## config.mk

```make
export PLATFORM = sky130hd
export DESIGN_NAME = pc_sequencer
export DESIGN_NICKNAME = d
export VERILOG_FILES = /design/src/rtl/pc_sequencer.sv
export SDC_FILE = /design/constraint.sdc
export NUM_CORES = 1
export LEC_CHECK = 0
export ABC_AREA = 1
export CORE_MARGIN = 3
export CORE_UTILIZATION = 49
export DETAILED_ROUTE_END_ITERATION = 10
export GPL_TIMING_DRIVEN = 0
export MAX_ROUTING_LAYER = met4
export PLACE_DENSITY = 0.87
export SLEW_MARGIN = 20
export SYNTH_ARGS = -nofsm -noshare
export SYNTH_HDL_FRONTEND = slang
export SYNTH_SLANG_ARGS = --single-unit
```

## constraint.sdc

```tcl
create_clock -name clk -period 1.9 [get_ports clk]
set_input_delay 0.285 -clock clk [delete_from_list [all_inputs] [get_ports clk]]
set_output_delay 0.285 -clock clk [all_outputs]
set_load 0.02 [all_outputs]
```

## src/rtl/pc_sequencer.sv

```systemverilog
// Instruction sequencer: FETCH/DECODE/EXEC/(MEM)/UPDATE schedule that issues exactly one PC
// command per instruction. Define JAL_LINK_EN to have JAL write the link register in EXEC.
module pc_sequencer #(
  parameter int unsigned WIDTH       = 16,
  parameter int unsigned MEM_TIMEOUT = 255
) (
  input  logic             clk,
  input  logic             reset,
  input  logic [15:0]      instr,
  input  logic             instrValid,
  output logic             instrReady,
  input  logic             memDone,
  output logic             regWrite,
  output logic             flagWrite,
  output logic             memRead,
  output logic             memWrite,
  output logic [3:0]       rTargetSel,
  output logic             linkWrite,
  output logic [3:0]       linkSel,
  output logic             pcAdd,
  output logic             pcBranch,
  output logic             pcJump,
  output logic [3:0]       flagOp,
  output logic [WIDTH-1:0] immediate,
  output logic             illegalOp
);

  localparam int unsigned CntW = $clog2(MEM_TIMEOUT + 1);

`ifdef JAL_LINK_EN
  localparam bit LinkEn = 1'b1;
`else
  localparam bit LinkEn = 1'b0;
`endif

  typedef enum logic [2:0] {StFetch, StDecode, StExec, StMem, StUpdate} state_e;
  typedef enum logic [2:0] {
    KindAlu, KindLoad, KindStor, KindBcond, KindJcond, KindJal, KindIllegal
  } kind_e;

  state_e           stateQ, stateD;
  kind_e            kindQ, kindD;
  logic [15:0]      instrQ;
  logic [CntW-1:0]  memCntQ, memCntD;
  logic [3:0]       flagOpQ, rTargetQ, linkSelQ;
  logic [WIDTH-1:0] immQ;

  assign flagOp     = flagOpQ;
  assign immediate  = immQ;
  assign rTargetSel = rTargetQ;
  assign linkSel    = linkSelQ;

  always_comb begin
    kindD = KindAlu;
    unique case (instrQ[15:12])
      4'b1100: kindD = KindBcond;
      4'b1111: kindD = KindIllegal;
      4'b0100: begin
        unique case (instrQ[7:4])
          4'b1100: kindD = KindJcond;
          4'b1000: kindD = KindJal;
          4'b0000: kindD = KindLoad;
          4'b0100: kindD = KindStor;
          default: kindD = KindIllegal;
        endcase
      end
      default: kindD = KindAlu;
    endcase
  end

  // Command fields are captured once in DECODE so they hold through UPDATE and the next FETCH.
  always_ff @(posedge clk or negedge reset) begin
    if (!reset) begin
      stateQ   <= StFetch;
      kindQ    <= KindAlu;
      instrQ   <= '0;
      memCntQ  <= '0;
      flagOpQ  <= '0;
      immQ     <= '0;
      rTargetQ <= '0;
      linkSelQ <= '0;
    end else begin
      stateQ  <= stateD;
      memCntQ <= memCntD;
      if (stateQ == StFetch && instrValid) begin
        instrQ <= instr;
      end
      if (stateQ == StDecode) begin
        kindQ    <= kindD;
        flagOpQ  <= (kindD == KindJal) ? 4'b1111 : instrQ[11:8];
        immQ     <= {{(WIDTH - 8){instrQ[7]}}, instrQ[7:0]};
        rTargetQ <= instrQ[3:0];
        linkSelQ <= instrQ[11:8];
      end
    end
  end

  always_comb begin
    stateD     = stateQ;
    memCntD    = memCntQ;
    instrReady = 1'b0;
    regWrite   = 1'b0;
    flagWrite  = 1'b0;
    memRead    = 1'b0;
    memWrite   = 1'b0;
    linkWrite  = 1'b0;
    pcAdd      = 1'b0;
    pcBranch   = 1'b0;
    pcJump     = 1'b0;
    illegalOp  = 1'b0;
    unique case (stateQ)
      StFetch: begin
        instrReady = 1'b1;
        if (instrValid) stateD = StDecode;
      end
      StDecode: stateD = StExec;
      StExec: begin
        memCntD = '0;
        stateD  = StUpdate;
        unique case (kindQ)
          KindAlu: begin
            regWrite  = 1'b1;
            flagWrite = 1'b1;
          end
          KindLoad: begin
            memRead = 1'b1;
            stateD  = StMem;
          end
          KindStor: begin
            memWrite = 1'b1;
            stateD   = StMem;
          end
          KindJal:     linkWrite = LinkEn;
          KindIllegal: illegalOp = 1'b1;
          default: ;
        endcase
      end
      StMem: begin
        // The request drops in the completion cycle; LOAD writes back the returned data then.
        if (memDone) begin
          regWrite = (kindQ == KindLoad);
          stateD   = StUpdate;
        end else if (memCntQ == CntW'(MEM_TIMEOUT)) begin
          illegalOp = 1'b1;
          stateD    = StUpdate;
        end else begin
          memRead  = (kindQ == KindLoad);
          memWrite = (kindQ == KindStor);
          memCntD  = memCntQ + CntW'(1);
        end
      end
      StUpdate: begin
        stateD = StFetch;
        unique case (kindQ)
          KindBcond:         pcBranch = 1'b1;
          KindJcond, KindJal: pcJump  = 1'b1;
          default:           pcAdd    = 1'b1;
        endcase
      end
      default: stateD = StFetch;
    endcase
  end

endmodule

```

==> flow_summary.yaml <==
run_status:
  status: "finished clean"
worst_setup_path:
  cp_max_fo: 5
  slowest_stage: "dfrtp_1"
  cp.required_ps: 1620
  worstPathArrival_ps: 1560
  crit_start: "stateQ[2]"
  endpoint_kind: "output port"
  worstSetupPathType: "flop to output port"
  crit_buf_inv: 2
  crit_path_cell_trace: "inv_1, nand2_1, nor2_4, nand4_1, o21ai_1, clkdlybuf4s15_2"
  slowest_delay_ps: 400
  path_delay_family: "flip-flops"
  reg2reg_depth: 10
  crit-reg2reg-launch: "memCntQ[1]"
  start_kind: "flop"
  cp_num_cells: 6
global_routing:
  grt_pass1_wl_um: 8500
  antenna_found_initial: 0
  grt_max_degree: 34
  gr-total-overflow: 0
  grt_use_total: 0.208
  grt_pass1_vias: 1949
finish:
  final_cell_mix: "nand2_1, clkdlybuf4s50_1, dfrtp_1"
  mostFrequentLayoutCell: "nand2_1"
  areaGrowthSynthToFinish_pct: 35.2
  finalNetCount: 379
  fill_cells: 351
  drive_gt1_frac: 0.162
  fin_area_sq_mm: 0.00305
  n_antenna_cell: 0
  utilization: 0.691
clock_tree:
  cts-root-buf: "clkbuf_8"
  numCtsBuffers: 5
  cts.sinks: 46
  clk_latency_ps: 300
  cts_tree: "yes"
  htree_levels: 2
  clockBufferDepth: 2
  path_clk_slew_ps: 90
sta:
  fin_crit_ps: 1850
  rsz0062_at_grt: "yes"
  finalCritPeriodShare: 0.974
  drv_slew: 0
  setup_slack_ps: 50.3
  finalHoldViolCount: 0
  setup_tns_ps: 0
  setup_viol: 0
  clock_skew_ps: 7.71
  timing.fmax_mhz: 541
floorplanning:
  core_sq_mm: 0.00441
  start_util: 0.511
  die_h_um: 73.9
  dieArea_sq_mm: 0.00545
  io_pins: 58
  die_w_um: 73.9
  fp-row-count: 24
placement:
  hpwl_um: 3750
  port_buffers: 56
  pre_cts_ws_ps: -338
  dpl-instance-area_sq_mm: 0.00290
  place.gp.congestion: 0.828
synthesis:
  syn_area_sq_mm: 0.00226
  yosys_warnings: 0
  synth_area_per_cell_sq_um: 7.92
  synth_cell_types: 28
  ys_seq_area_frac: 0.510
  syn_inst: 285
  synthesis.nets: 306
  synth_seq_cells: 46
detailed_routing:
  vias: 2027
  wirelength_um: 5110
  first_iter_violations: 109
  ant_nets: 0
  viasPerCell: 4.93
  drt-pass1-iter-count: 5
  remaining_drc_errors: 0
  wl_per_cell_um: 12.4
power_and_ir_drop:
  p_per_area_mw_per_mm2: 1540
  p_leak_uw: 0.00153
  peakVddDrop_v: 0.000870
hold_path:
  hold_path_class: "input pin to asynchronous set/reset pin"
job:
  maxCapViolations: 0
-- layout make-up --
cell class | instances | area (sq um) | area share
Multi-Input combinational cell | 194 | 891 | 0.292
Clock buffer | 6 | 72.6 | 0.0238
Sequential cell | 46 | 1150 | 0.379
Tap cell | 52 | 65.1 | 0.0213
Buffer | 20 | 135 | 0.0443
Clock inverter | 2 | 13.8 | 0.00451
Timing Repair Buffer | 67 | 627 | 0.206
Inverter | 24 | 90.1 | 0.0295
-- report_power, final --
part	total (uW)	internal (uW)	leakage (uW)	switching, uW
Clock	588	260	0.0000452	328
Sequential	1660	1370	0.000577	291
Combinational	2460	1110	0.000911	1360
Total	4710	2730	0.00153	1980
-- Yosys cell counts --
library cell  instances  share of area
nand3_1              27          0.060
nand3_2               2         0.0089
a22oi_1               1         0.0033
nor2_4                1         0.0050
inv_1                23          0.038
buf_2                 3         0.0067
a21oi_1              10          0.022
buf_4                15          0.050
nor2_1               24          0.040
conb_1                1         0.0017
nand3b_1              2         0.0067
inv_2                 1         0.0017
nand2_1             100           0.17
o21ai_1               3         0.0067
xor2_1                2         0.0078
a31oi_1               1         0.0028
clkbuf_1              2         0.0033
nor4_1                1         0.0028
ha_1                  1         0.0055
o21ai_2               1         0.0039
a211oi_1              1         0.0033
nand4_1               1         0.0028
nand2_2               2         0.0055
nor3_1                3         0.0067
o21bai_1              1         0.0033
buf_6                 1         0.0050
dfrtp_1              46           0.51
o21ai_0               9          0.020
-- worst register-to-register path, cell delays in order, from the launching register on --
cell	delay (ps)
dfrtp_1	370
ha_2	210
nand2_2	90
nor2_4	170
nand3_2	110
nand2_4	110
buf_4	120
buf_4	130
inv_1	50
nand2_1	50
nand2_1	50
-- worst paths after layout --
check                                   to  slack (ps)
worst max register to register  memCntQ[3]         360
worst min register to register   instrQ[2]         480
worst max-delay path              regWrite          50
max in group asynchronous        stateQ[0]         980
min in group clk                 instrQ[2]         480
worst min-delay path            memCntQ[6]         420
-- metrics by stage --
step	cells	total power (uW)	hold slack [ps]
3_3_place_gp	393	3970	459
6_report	411	4710	419
4_1_cts	406	4690	423
5_1_grt	411	5090	450
3_5_place_dp	394	4050	218
2_1_floorplan	285	3100	-10.6
-- state kept, by name, indices dropped and copies added (netlist names) --
name,count
instrQ,16
memCntQ,8
linkSel,4
immediate,5
kindQ,3
stateQ,3
flagOp,4
rTargetSel,3
-- cell families after synthesis --
logic type	share of synthesized area
buffers and inverters	0.105
XOR/XNOR	0.00777
adder cells (fa/ha/maj)	0.00555
AO/OA/AOI/OAI	0.0655
flip-flops	0.510
AND/OR/NAND/NOR	0.304
other	0.00166
-- metal layers --
layer  global-route usage  wire, um  vias to the layer above
li1                     -         -                     1033
met1                0.256      2230                      924
met2                0.344      2550                       59
met3               0.0465       254                       11
met4               0.0604        80                        0
met5                    -         0                        -
-- timing repair --
item	4_1_cts	5_1_grt
hold buffers	1	0
endpoints found under the hold margin	13	0
pin swaps	1	2
endpoints found under the setup margin	9	12
setup buffers	3	6
gates resized for setup	28	14
Note: power is estimated with default switching activity, not from simulation.
